===== src/rtl/dvp_pkg.sv =====
// Shared encodings and constants for the synthetic DVP (OV5642-style RGB565) source.
package dvp_pkg;

  typedef enum logic [1:0] {
    PAT_BARS  = 2'd0,
    PAT_RAMP  = 2'd1,
    PAT_CHECK = 2'd2,
    PAT_SOLID = 2'd3
  } pattern_e;

  typedef enum logic [2:0] {
    ST_IDLE   = 3'd0,
    ST_VSYNC  = 3'd1,
    ST_VBACK  = 3'd2,
    ST_ACTIVE = 3'd3,
    ST_VFRONT = 3'd4
  } state_e;

  localparam int NUM_BARS = 8;

  // Index 0 is the leftmost bar: white, yellow, cyan, green, magenta, red, blue, black.
  localparam logic [NUM_BARS-1:0][15:0] BAR_RGB565 = {
    16'h0000, 16'h001F, 16'hF800, 16'hF81F,
    16'h07E0, 16'h07FF, 16'hFFE0, 16'hFFFF
  };

  // Width of a counter that runs 0 .. max_count-1 (never narrower than one bit).
  function automatic int cnt_width(input int max_count);
    return (max_count > 1) ? $clog2(max_count) : 1;
  endfunction

  function automatic int max_int(input int a, input int b);
    return (a > b) ? a : b;
  endfunction

endpackage


===== src/rtl/dvp_pattern_gen.sv =====
// Combinational test-pattern source: maps pixel coordinates and the latched
// selection to one RGB565 pixel.
module dvp_pattern_gen
  import dvp_pkg::*;
(
  input  logic [1:0]  sel_i,
  input  logic [5:0]  x_i,
  input  logic [3:0]  y_i,
  input  logic [2:0]  bar_i,
  input  logic [15:0] solid_i,
  output logic [15:0] pixel_o
);

  // Only bit 3 of the line matters (8x8 checker squares).
  logic unused_y;
  assign unused_y = ^y_i[2:0];

  always_comb begin
    pixel_o = 16'h0000;
    case (pattern_e'(sel_i))
      PAT_BARS:  pixel_o = BAR_RGB565[bar_i];
      PAT_RAMP:  pixel_o = {x_i[4:0], x_i, x_i[4:0]};
      PAT_CHECK: pixel_o = (x_i[3] ^ y_i[3]) ? 16'hFFFF : 16'h0000;
      PAT_SOLID: pixel_o = solid_i;
      default:   pixel_o = 16'h0000;
    endcase
  end

endmodule


===== src/rtl/dvp_pattern_tx.sv =====
// Synthetic DVP transmitter: frame timing FSM, line/pixel counters and RGB565
// byte serialisation; all outputs are registered off i_clk (the pixel clock).
module dvp_pattern_tx
  import dvp_pkg::*;
#(
  parameter int H_ACTIVE    = 1280,
  parameter int V_ACTIVE    = 720,
  parameter int H_BLANK     = 256,
  parameter int VSYNC_LINES = 4,
  parameter int V_BACK      = 20,
  parameter int V_FRONT     = 5
) (
  input  logic        i_clk,
  input  logic        i_rst_n,
  input  logic        i_enable,
  input  logic [1:0]  i_pattern_sel,
  input  logic [15:0] i_solid_rgb565,
  output logic        o_dvp_vsync,
  output logic        o_dvp_href,
  output logic [7:0]  o_dvp_pdata,
  output logic        o_busy,
  output logic        o_frame_done
);

  localparam int LINE_CLKS = 2 * H_ACTIVE + H_BLANK;
  localparam int HC_W      = cnt_width(LINE_CLKS);
  localparam int LN_MAX    = max_int(max_int(VSYNC_LINES, V_BACK), max_int(V_ACTIVE, V_FRONT));
  localparam int LN_W      = cnt_width(LN_MAX);
  localparam int BAR_PX    = H_ACTIVE / NUM_BARS;
  localparam int BP_W      = cnt_width(BAR_PX);

  localparam logic [HC_W-1:0] HC_LAST     = HC_W'(LINE_CLKS - 1);
  localparam logic [HC_W-1:0] HC_HREF_END = HC_W'(2 * H_ACTIVE);
  localparam logic [BP_W-1:0] BP_LAST     = BP_W'(BAR_PX - 1);
  localparam logic [LN_W-1:0] VS_LAST     = LN_W'(max_int(VSYNC_LINES - 1, 0));
  localparam logic [LN_W-1:0] VB_LAST     = LN_W'(max_int(V_BACK - 1, 0));
  localparam logic [LN_W-1:0] VA_LAST     = LN_W'(max_int(V_ACTIVE - 1, 0));
  localparam logic [LN_W-1:0] VF_LAST     = LN_W'(max_int(V_FRONT - 1, 0));

  // Zero-length blanking states are skipped by routing around them.
  localparam state_e FIRST_STATE = (VSYNC_LINES > 0) ? ST_VSYNC :
                                   ((V_BACK > 0) ? ST_VBACK : ST_ACTIVE);
  localparam state_e AFTER_VSYNC = (V_BACK > 0) ? ST_VBACK : ST_ACTIVE;
  localparam state_e LAST_STATE  = (V_FRONT > 0) ? ST_VFRONT : ST_ACTIVE;

  state_e          state_q, state_d;
  logic [HC_W-1:0] hcnt_q, hcnt_d;
  logic [LN_W-1:0] line_q, line_d, line_last;
  logic [2:0]      bar_q, bar_d;
  logic [BP_W-1:0] bar_px_q, bar_px_d;
  logic [1:0]      sel_q, sel_d;
  logic [15:0]     solid_q, solid_d;

  logic        line_end, state_last, frame_end, start_frame, in_href;
  logic [15:0] pixel;
  logic        vsync_d, href_d, busy_d, done_d;
  logic [7:0]  pdata_d;

  always_comb begin
    line_last = '0;
    case (state_q)
      ST_VSYNC:  line_last = VS_LAST;
      ST_VBACK:  line_last = VB_LAST;
      ST_ACTIVE: line_last = VA_LAST;
      ST_VFRONT: line_last = VF_LAST;
      default:   line_last = '0;
    endcase
  end

  assign line_end   = (hcnt_q == HC_LAST);
  assign state_last = line_end && (line_q == line_last);
  assign frame_end  = state_last && (state_q == LAST_STATE);
  assign in_href    = (state_q == ST_ACTIVE) && (hcnt_q < HC_HREF_END);

  // State register.
  always_ff @(posedge i_clk or negedge i_rst_n) begin
    // NOTE: non-blocking assignments here so every flop samples pre-edge values regardless of block order.
    if (!i_rst_n) state_q <= ST_IDLE;
    else          state_q <= state_d;
  end

  // Next-state logic; enable is only looked at in IDLE and at the frame boundary.
  always_comb begin
    // NOTE: the default assignment first means no path leaves state_d unassigned, so no latch is inferred.
    state_d = state_q;
    if (frame_end) begin
      state_d = i_enable ? FIRST_STATE : ST_IDLE;
    end else begin
      case (state_q)
        ST_IDLE:   if (i_enable)   state_d = FIRST_STATE;
        ST_VSYNC:  if (state_last) state_d = AFTER_VSYNC;
        ST_VBACK:  if (state_last) state_d = ST_ACTIVE;
        ST_ACTIVE: if (state_last) state_d = ST_VFRONT;
        ST_VFRONT: state_d = state_q;
        default:   state_d = ST_IDLE;
      endcase
    end
  end

  assign start_frame = (state_d != ST_IDLE) && ((state_q == ST_IDLE) || frame_end);

  // Counters and pattern latch. Bars are tracked by counting pixels per bar, avoiding a divider.
  always_comb begin
    hcnt_d   = '0;
    line_d   = '0;
    bar_d    = '0;
    bar_px_d = '0;
    sel_d    = start_frame ? i_pattern_sel  : sel_q;
    solid_d  = start_frame ? i_solid_rgb565 : solid_q;
    if (state_q != ST_IDLE) begin
      hcnt_d = line_end ? '0 : hcnt_q + 1'b1;
      line_d = state_last ? '0 : (line_end ? line_q + 1'b1 : line_q);
    end
    if (in_href) begin
      bar_d    = bar_q;
      bar_px_d = bar_px_q;
      if (hcnt_q[0]) begin
        if (bar_px_q == BP_LAST) begin
          bar_px_d = '0;
          bar_d    = bar_q + 1'b1;
        end else begin
          bar_px_d = bar_px_q + 1'b1;
        end
      end
    end
  end

  always_ff @(posedge i_clk or negedge i_rst_n) begin
    if (!i_rst_n) begin
      hcnt_q   <= '0;
      line_q   <= '0;
      bar_q    <= '0;
      bar_px_q <= '0;
      sel_q    <= '0;
      solid_q  <= '0;
    end else begin
      hcnt_q   <= hcnt_d;
      line_q   <= line_d;
      bar_q    <= bar_d;
      bar_px_q <= bar_px_d;
      sel_q    <= sel_d;
      solid_q  <= solid_d;
    end
  end

  dvp_pattern_gen u_pattern_gen (
    .sel_i   (sel_q),
    .x_i     (6'(hcnt_q >> 1)),
    .y_i     (4'(line_q)),
    .bar_i   (bar_q),
    .solid_i (solid_q),
    .pixel_o (pixel)
  );

  // Output decode; even byte of a pixel carries {R, G[5:3]}, odd byte {G[2:0], B}.
  always_comb begin
    vsync_d = (state_q == ST_VSYNC);
    href_d  = in_href;
    busy_d  = (state_q != ST_IDLE);
    done_d  = frame_end;
    pdata_d = '0;
    if (in_href) pdata_d = hcnt_q[0] ? pixel[7:0] : pixel[15:8];
  end

  always_ff @(posedge i_clk or negedge i_rst_n) begin
    if (!i_rst_n) begin
      o_dvp_vsync  <= 1'b0;
      o_dvp_href   <= 1'b0;
      o_dvp_pdata  <= '0;
      o_busy       <= 1'b0;
      o_frame_done <= 1'b0;
    end else begin
      o_dvp_vsync  <= vsync_d;
      o_dvp_href   <= href_d;
      o_dvp_pdata  <= pdata_d;
      o_busy       <= busy_d;
      o_frame_done <= done_d;
    end
  end

endmodule


===== config.mk =====
export PLATFORM = sky130hd
export DESIGN_NAME = dvp_pattern_tx
export DESIGN_NICKNAME = d
export VERILOG_FILES = /design/src/rtl/dvp_pkg.sv /design/src/rtl/dvp_pattern_gen.sv /design/src/rtl/dvp_pattern_tx.sv
export SDC_FILE = /design/constraint.sdc
export NUM_CORES = 1
export LEC_CHECK = 0
export BUFFER_PORTS_ARGS = -buffer_cell sky130_fd_sc_hd__buf_2
export CAP_MARGIN = 5
export CORE_UTILIZATION = 40
export DETAILED_ROUTE_END_ITERATION = 8
export PLACE_DENSITY = 0.6
export SLEW_MARGIN = 30
export SYNTH_ARGS = -nofsm -noshare
export SYNTH_HDL_FRONTEND = slang
export SYNTH_SLANG_ARGS = --single-unit

===== constraint.sdc =====
create_clock -name i_clk -period 2 [get_ports i_clk]
set_input_delay 0.3 -clock i_clk [delete_from_list [all_inputs] [get_ports i_clk]]
set_output_delay 0.3 -clock i_clk [all_outputs]
set_load 0.03 [all_outputs]

=== Yosys cells after proc, flatten, opt, wreduce, memory -nomap -nowiden ===
Memories as Yosys holds them, arrays and structs flattened.
Cells that the tools add are included.

* Bits in registers: 66
* Bits in read-only memories: 128
* Input bits: 21
* Word-level logic and storage cells: 67
* Memories kept: 1

{| class="wikitable"
|+ Memory list
! name !! depth !! width !! rd ports !! clocked after Yosys merged registers in !! wr ports !! RTL line !! source
|-
| (name not given) || 8 || 16 || 1 || 0 || 0 || dvp_pattern_gen.sv:21 || <nowiki>PAT_BARS: pixel_o = BAR_RGB565[bar_i];</nowiki>
|}

* $add $sub $neg: 4
* Order comparisons: 2
* Equal/unequal tests: 13
* Multiplexer cells: 24
* Bitwise logic cells: 1
* Reductions and logical operators: 10

{| class="wikitable"
|+ Operators with widths
! cell !! count
|-
| $pmux W16 S4 || 1
|-
| $mux W8 || 5
|-
| $pmux W10 S4 || 1
|-
| $mux W16 || 2
|-
| $mux W10 || 3
|-
| $mux W12 || 2
|-
| $mux W3 || 8
|-
| $pmux W3 S5 || 1
|-
| $add A12 B1 Y12 const B || 1
|-
| $eq A12 B12 Y1 const B || 1
|-
| $lt A12 B12 Y1 const B || 1
|-
| $add A10 B1 Y10 const B || 1
|-
| $eq A10 B10 Y1 || 1
|-
| $add A8 B1 Y8 const B || 1
|-
| $eq A8 B8 Y1 const B || 1
|-
| $eq A3 B2 Y1 const B || 2
|-
| $reduce_bool A3 Y1 || 2
|-
| $eq A2 B2 Y1 const B || 2
|-
| $logic_and A1 B1 Y1 || 4
|-
| $lt A3 B4 Y1 const B || 1
|-
| $add A3 B1 Y3 const B || 1
|-
| $eq A3 B1 Y1 const B || 1
|-
| $eq A3 B3 Y1 const B || 1
|-
| $logic_not A3 Y1 || 1
|-
| other kinds (9) || 9
|}

=== Depth between registers and ports, before layout ===
* Depth after elaboration: 9
* Depth in mapped cells: 9

=== Hierarchy ===
From an unflattened synthesis, not the netlist that was laid out.

* Cell total of the unflattened synthesis: 309
* Area total of the unflattened synthesis: 3,555.9 sq um

{| class="wikitable"
|+ By module, submodules not included
! module !! instances !! cells each !! area each (sq um) !! seq. area each (sq um)
|-
| dvp_pattern_tx || 1 || 284 || 3,101.7 || 1,651.6
|-
| dvp_pattern_gen || 1 || 25 || 454.2 || 0.0
|}

=== Worst setup path before layout ===
No wires, ideal clock.

* Path kind: reg-to-reg
* Start point: register state_q[1]
* End point: register sel_q[0]
* Library setup time: 0.125 ns
* Data arrival time: 2.098 ns
* Required time: 1.875 ns
* Slack: -0.223 ns
* Stages on the path, launching flop included: 8
* Path buffers: 2
* Cell sequence: dfrtp_1 buf_6 or4_4 o22ai_2 o2111ai_1 o21ai_4 buf_8 mux2_4

* Longest elaborated chain between the ends: 9
* Elaborated cells on any way between the ends: 18

{| class="wikitable"
|+ RTL lines
! element !! RTL line !! source
|-
| start: declaration || dvp_pattern_tx.sv:46 || <nowiki>state_e state_q, state_d;</nowiki>
|-
| start signal: assignment || dvp_pattern_tx.sv:79 || <nowiki>else state_q <= state_d;</nowiki>
|-
| $eq A3 B3 Y1, or another cell as far along || dvp_pattern_tx.sv:61, dvp_pattern_tx.sv:72, dvp_pattern_tx.sv:89 ||
|-
| $pmux W10 S4 || dvp_pattern_tx.sv:61 || <nowiki>case (state_q)</nowiki>
|-
| $eq A10 B10 Y1 || dvp_pattern_tx.sv:71 || <nowiki>assign state_last = line_end && (line_q == line_last);</nowiki>
|-
| $logic_and A1 B1 Y1 || dvp_pattern_tx.sv:71 ||
|-
| $mux W3, on equally long branches || dvp_pattern_tx.sv:93, dvp_pattern_tx.sv:91, dvp_pattern_tx.sv:92 ||
|-
| $pmux W3 S5 || dvp_pattern_tx.sv:89 || <nowiki>case (state_q)</nowiki>
|-
| $mux W3 || dvp_pattern_tx.sv:86 || <nowiki>if (frame_end) begin</nowiki>
|-
| $reduce_bool A3 Y1 || dvp_pattern_tx.sv:100 || <nowiki>assign start_frame = (state_d != ST_IDLE) && ((state_q == ST_IDLE) || frame_end);</nowiki>
|-
| $logic_and A1 B1 Y1 * || dvp_pattern_tx.sv:100 ||
|-
| end signal: assignment || dvp_pattern_tx.sv:141 || <nowiki>sel_q <= sel_d;</nowiki>
|-
| end: declaration || dvp_pattern_tx.sv:51 || <nowiki>logic [1:0] sel_q, sel_d;</nowiki>
|}

Mark *: on every way between the ends. The rest lies on a longest branch, timed or not.
A chain may end at the register's enable or synchronous reset.

=== Final worst setup path ===
* Start point: register state_q[1]
* End point: register solid_q[5]

* Longest elaborated chain between the ends: 9
* Elaborated cells on any way between the ends: 18

{| class="wikitable"
|+ RTL lines
! element !! RTL line !! source
|-
| $eq A3 B3 Y1, or another cell as far along || dvp_pattern_tx.sv:61, dvp_pattern_tx.sv:72, dvp_pattern_tx.sv:89 ||
|-
| $pmux W10 S4 || dvp_pattern_tx.sv:61 ||
|-
| $eq A10 B10 Y1 || dvp_pattern_tx.sv:71 ||
|-
| $logic_and A1 B1 Y1 || dvp_pattern_tx.sv:71 ||
|-
| $mux W3, on equally long branches || dvp_pattern_tx.sv:93, dvp_pattern_tx.sv:91, dvp_pattern_tx.sv:92 ||
|-
| $pmux W3 S5 || dvp_pattern_tx.sv:89 ||
|-
| $mux W3 || dvp_pattern_tx.sv:86 ||
|-
| $reduce_bool A3 Y1 || dvp_pattern_tx.sv:100 ||
|-
| $logic_and A1 B1 Y1 * || dvp_pattern_tx.sv:100 ||
|-
| end signal: assignment || dvp_pattern_tx.sv:142 || <nowiki>solid_q <= solid_d;</nowiki>
|-
| end: declaration || dvp_pattern_tx.sv:52 || <nowiki>logic [15:0] solid_q, solid_d;</nowiki>
|}

Marked as above.

==> flow_metrics.env <==
export IMPL_post_drt_wl_per_cell_um=15.5
export IMPL_setup_tns_ns=-1.50
export IMPL_cts_sinks=66
export IMPL_yosys_register_bits=66
export IMPL_io_buffers=32
export IMPL_period_needed_ns=2.09
export IMPL_diodes=0
export IMPL_mostFrequentLayoutCells="66 x dfrtp_1, 45 x buf_4, 44 x nor2_1"
export IMPL_rsz0062_at_grt="yes"
export IMPL_rows=33
export IMPL_hp_class="primary input to flop"
export IMPL_drive_gt1_share_pct=30.3
export IMPL_synth_cell_types=56
export IMPL_cp_max_fo=19
export IMPL_fmax_ghz=0.478
export IMPL_dpl_cell_count=515
export IMPL_ys_seq_area_share_pct=46.8
export IMPL_grt_overflow_total=0
export IMPL_vias=2878
export IMPL_r2r_end="solid_q[5]"
export IMPL_cp_required_ns=2.23
export IMPL_yosys_most_used_dff="dfrtp_1"
export IMPL_hold_violations=0
export IMPL_cp_end_kind="flop"
export IMPL_htree_levels=3
export IMPL_synth_fp_nets=378
export IMPL_clk_latency_ns=0.34
export IMPL_fin_ws_ns=-0.0931
export IMPL_postRouteAntennaNets=0
export IMPL_finalPower_mw=3.84
export IMPL_first_global_vias=2780
export IMPL_postSynth_asyncResetShare_pct=100
export IMPL_p_leak_nw=1.94
export IMPL_die_h_um=96.0
export IMPL_drtIter0Drc=215
export IMPL_cp_start_kind="flop"
export IMPL_rr_worst_depth=6
export IMPL_final_area_um2=4310
export IMPL_start_util_pct=42.1
export IMPL_avgViaCountPerCell=5.42
export IMPL_fp_dieW_um=96.0
export IMPL_core_area_um2=8380
export IMPL_grt_max_degree=67
export IMPL_synth_cells=353
export IMPL_startpoint="state_q[1]"
export IMPL_area_growth_pct=21.9
export IMPL_cap_violations=0
export IMPL_syn_area_um2=3530
export IMPL_clock_path_buffers=2
export IMPL_status="finished with violations"
export IMPL_io_pins=33
export IMPL_clock_root_buffer="clkbuf_8"
export IMPL_r2r_start="state_q[1]"
export IMPL_drt_pass1_iter_count=4
export IMPL_slew_limit_headroom_pct=56.4
export IMPL_crit_arrival_ns=2.32
export IMPL_grt_pass1_wl_um=13900
export IMPL_cts_tree="yes"
export IMPL_path_class="flop to flop"
export IMPL_ir_drop_mv=0.542
export IMPL_endpoint="solid_q[5]"
export IMPL_place_area_um2=4090
export IMPL_violations="setup timing"
export IMPL_dp_final_hpwl_um=5910
export IMPL_fin_cells=531
export IMPL_final_max_slew_violation_count=0
export IMPL_gp_congestion=0.865
export IMPL_final_common_cell="dfrtp_1"
export IMPL_ff2ff_setup_slack_ns=-0.09
export IMPL_synth_avg_cell_area_um2=10.0
export IMPL_routed_wl_um=8230
export IMPL_min_period_over_period_pct=105
export IMPL_grt_usage_pct=20.3
export IMPL_synth_edff_count=0
export IMPL_cts_made_buffers=9
export IMPL_nets=448
export IMPL_powerDensity_nw_per_um2=892
export IMPL_fin_skew_ns=0.00648
export IMPL_setup_viol=21
export IMPL_yosysWarnings=0
export IMPL_antenna_found_initial=0
export IMPL_tightest_slew_ns=0.654
export IMPL_clk_pin_slew_ns=0.07
export IMPL_place_ws_ns=-0.105
export IMPL_drc_errors=0
export IMPL_dieArea_um2=9210
## critical path, cell delays in order (launching register included)
cell and delay, ns:
dfrtp_1 0.43, or4_4 0.53, o22ai_2 0.14, o2111ai_2 0.15, o21ai_4 0.20, buf_12 0.19
mux2_2 0.34
## metrics by stage
step	hold WS (ns)	util, %
finish	0.184	51.4
global route	0.174	51.4
CTS	0.179	51.1
detailed placement	0.345	48.8
global placement	0.347	48.8
floorplan	0.00441	-
## metal layers
layer  wire length, µm  global-route usage, %  vias to the layer above
met1              4140                   29.5                     1385
met3               358                   4.58                       13
met5                 0                      0                        -
met2              3590                   29.8                       75
met4               150                   6.59                        0
li1                  -                      -                     1405
## synthesized netlist by cell type, types with 8 or more instances
cell	count	area (µm²)
nand4_1	8	50.1
and3_1	8	50.1
nand2_1	25	93.8
nand3_1	15	75.1
dfrtp_1	66	1650
a21oi_1	17	85.1
xnor2_1	8	70.1
nor3_1	11	55.1
mux2_2	10	113
o21ai_0	15	75.1
nor2_1	44	165
xor2_1	12	105
clkbuf_1	9	33.8
mux2_4	9	135
## how the worst min path moves through the flow
stage / startpoint / endpoint / cells after the start
global placement: i_rst_n / o_dvp_pdata[3] / 2
floorplan: i_rst_n / bar_px_q[0] / 0
detailed placement: i_rst_n / o_dvp_pdata[3] / 2
CTS: i_solid_rgb565[8] / solid_q[8] / 2
global route: i_pattern_sel[0] / sel_q[0] / 2
finish: i_solid_rgb565[8] / solid_q[8] / 2
## state kept, by name, indices dropped and copies added, names as in the netlist
| register | cells |
|---|---|
| hcnt_q | 12 |
| o_busy | 1 |
| sel_q | 2 |
| bar_q | 3 |
| o_dvp_pdata | 8 |
| o_frame_done | 1 |
| solid_q | 16 |
| state_q | 3 |
| line_q | 10 |
| o_dvp_vsync | 1 |
| o_dvp_href | 1 |
| bar_px_q | 8 |
## where the power goes
group          switching (mW)  leakage, nW  internal, mW  total [mW]
sequential              0.179        0.862          1.52        1.70
clock                   0.503       0.0810         0.466       0.969
combinational           0.591        0.996         0.584        1.17
## layout make-up
type                            instances  area [µm²]
Clock inverter                          3        17.5
Timing Repair Buffer                   80         548
Clock buffer                           11         141
Multi-Input combinational cell        259        1790
Fill cell                             781        4080
Sequential cell                        66        1650
Inverter                                7        26.3
Tap cell                              105         131
## repair_timing
action / 4_1_cts / 5_1_grt
setup endpoints to repair: 21 / 25
resized for setup: 4 / 4
setup buffers: 1 / 0
hold buffers: 1 / 0
hold endpoints to repair: 66 / 0
## logic make-up after synthesis
logic type | share of synthesized area (%)
simple gates | 21.3
fa+ha+maj | 1.42
flops | 46.8
mux | 9.42
buf+inv | 4.14
compound gates | 12.0
xor+xnor | 4.96
Power figures use the tool's default switching activity.
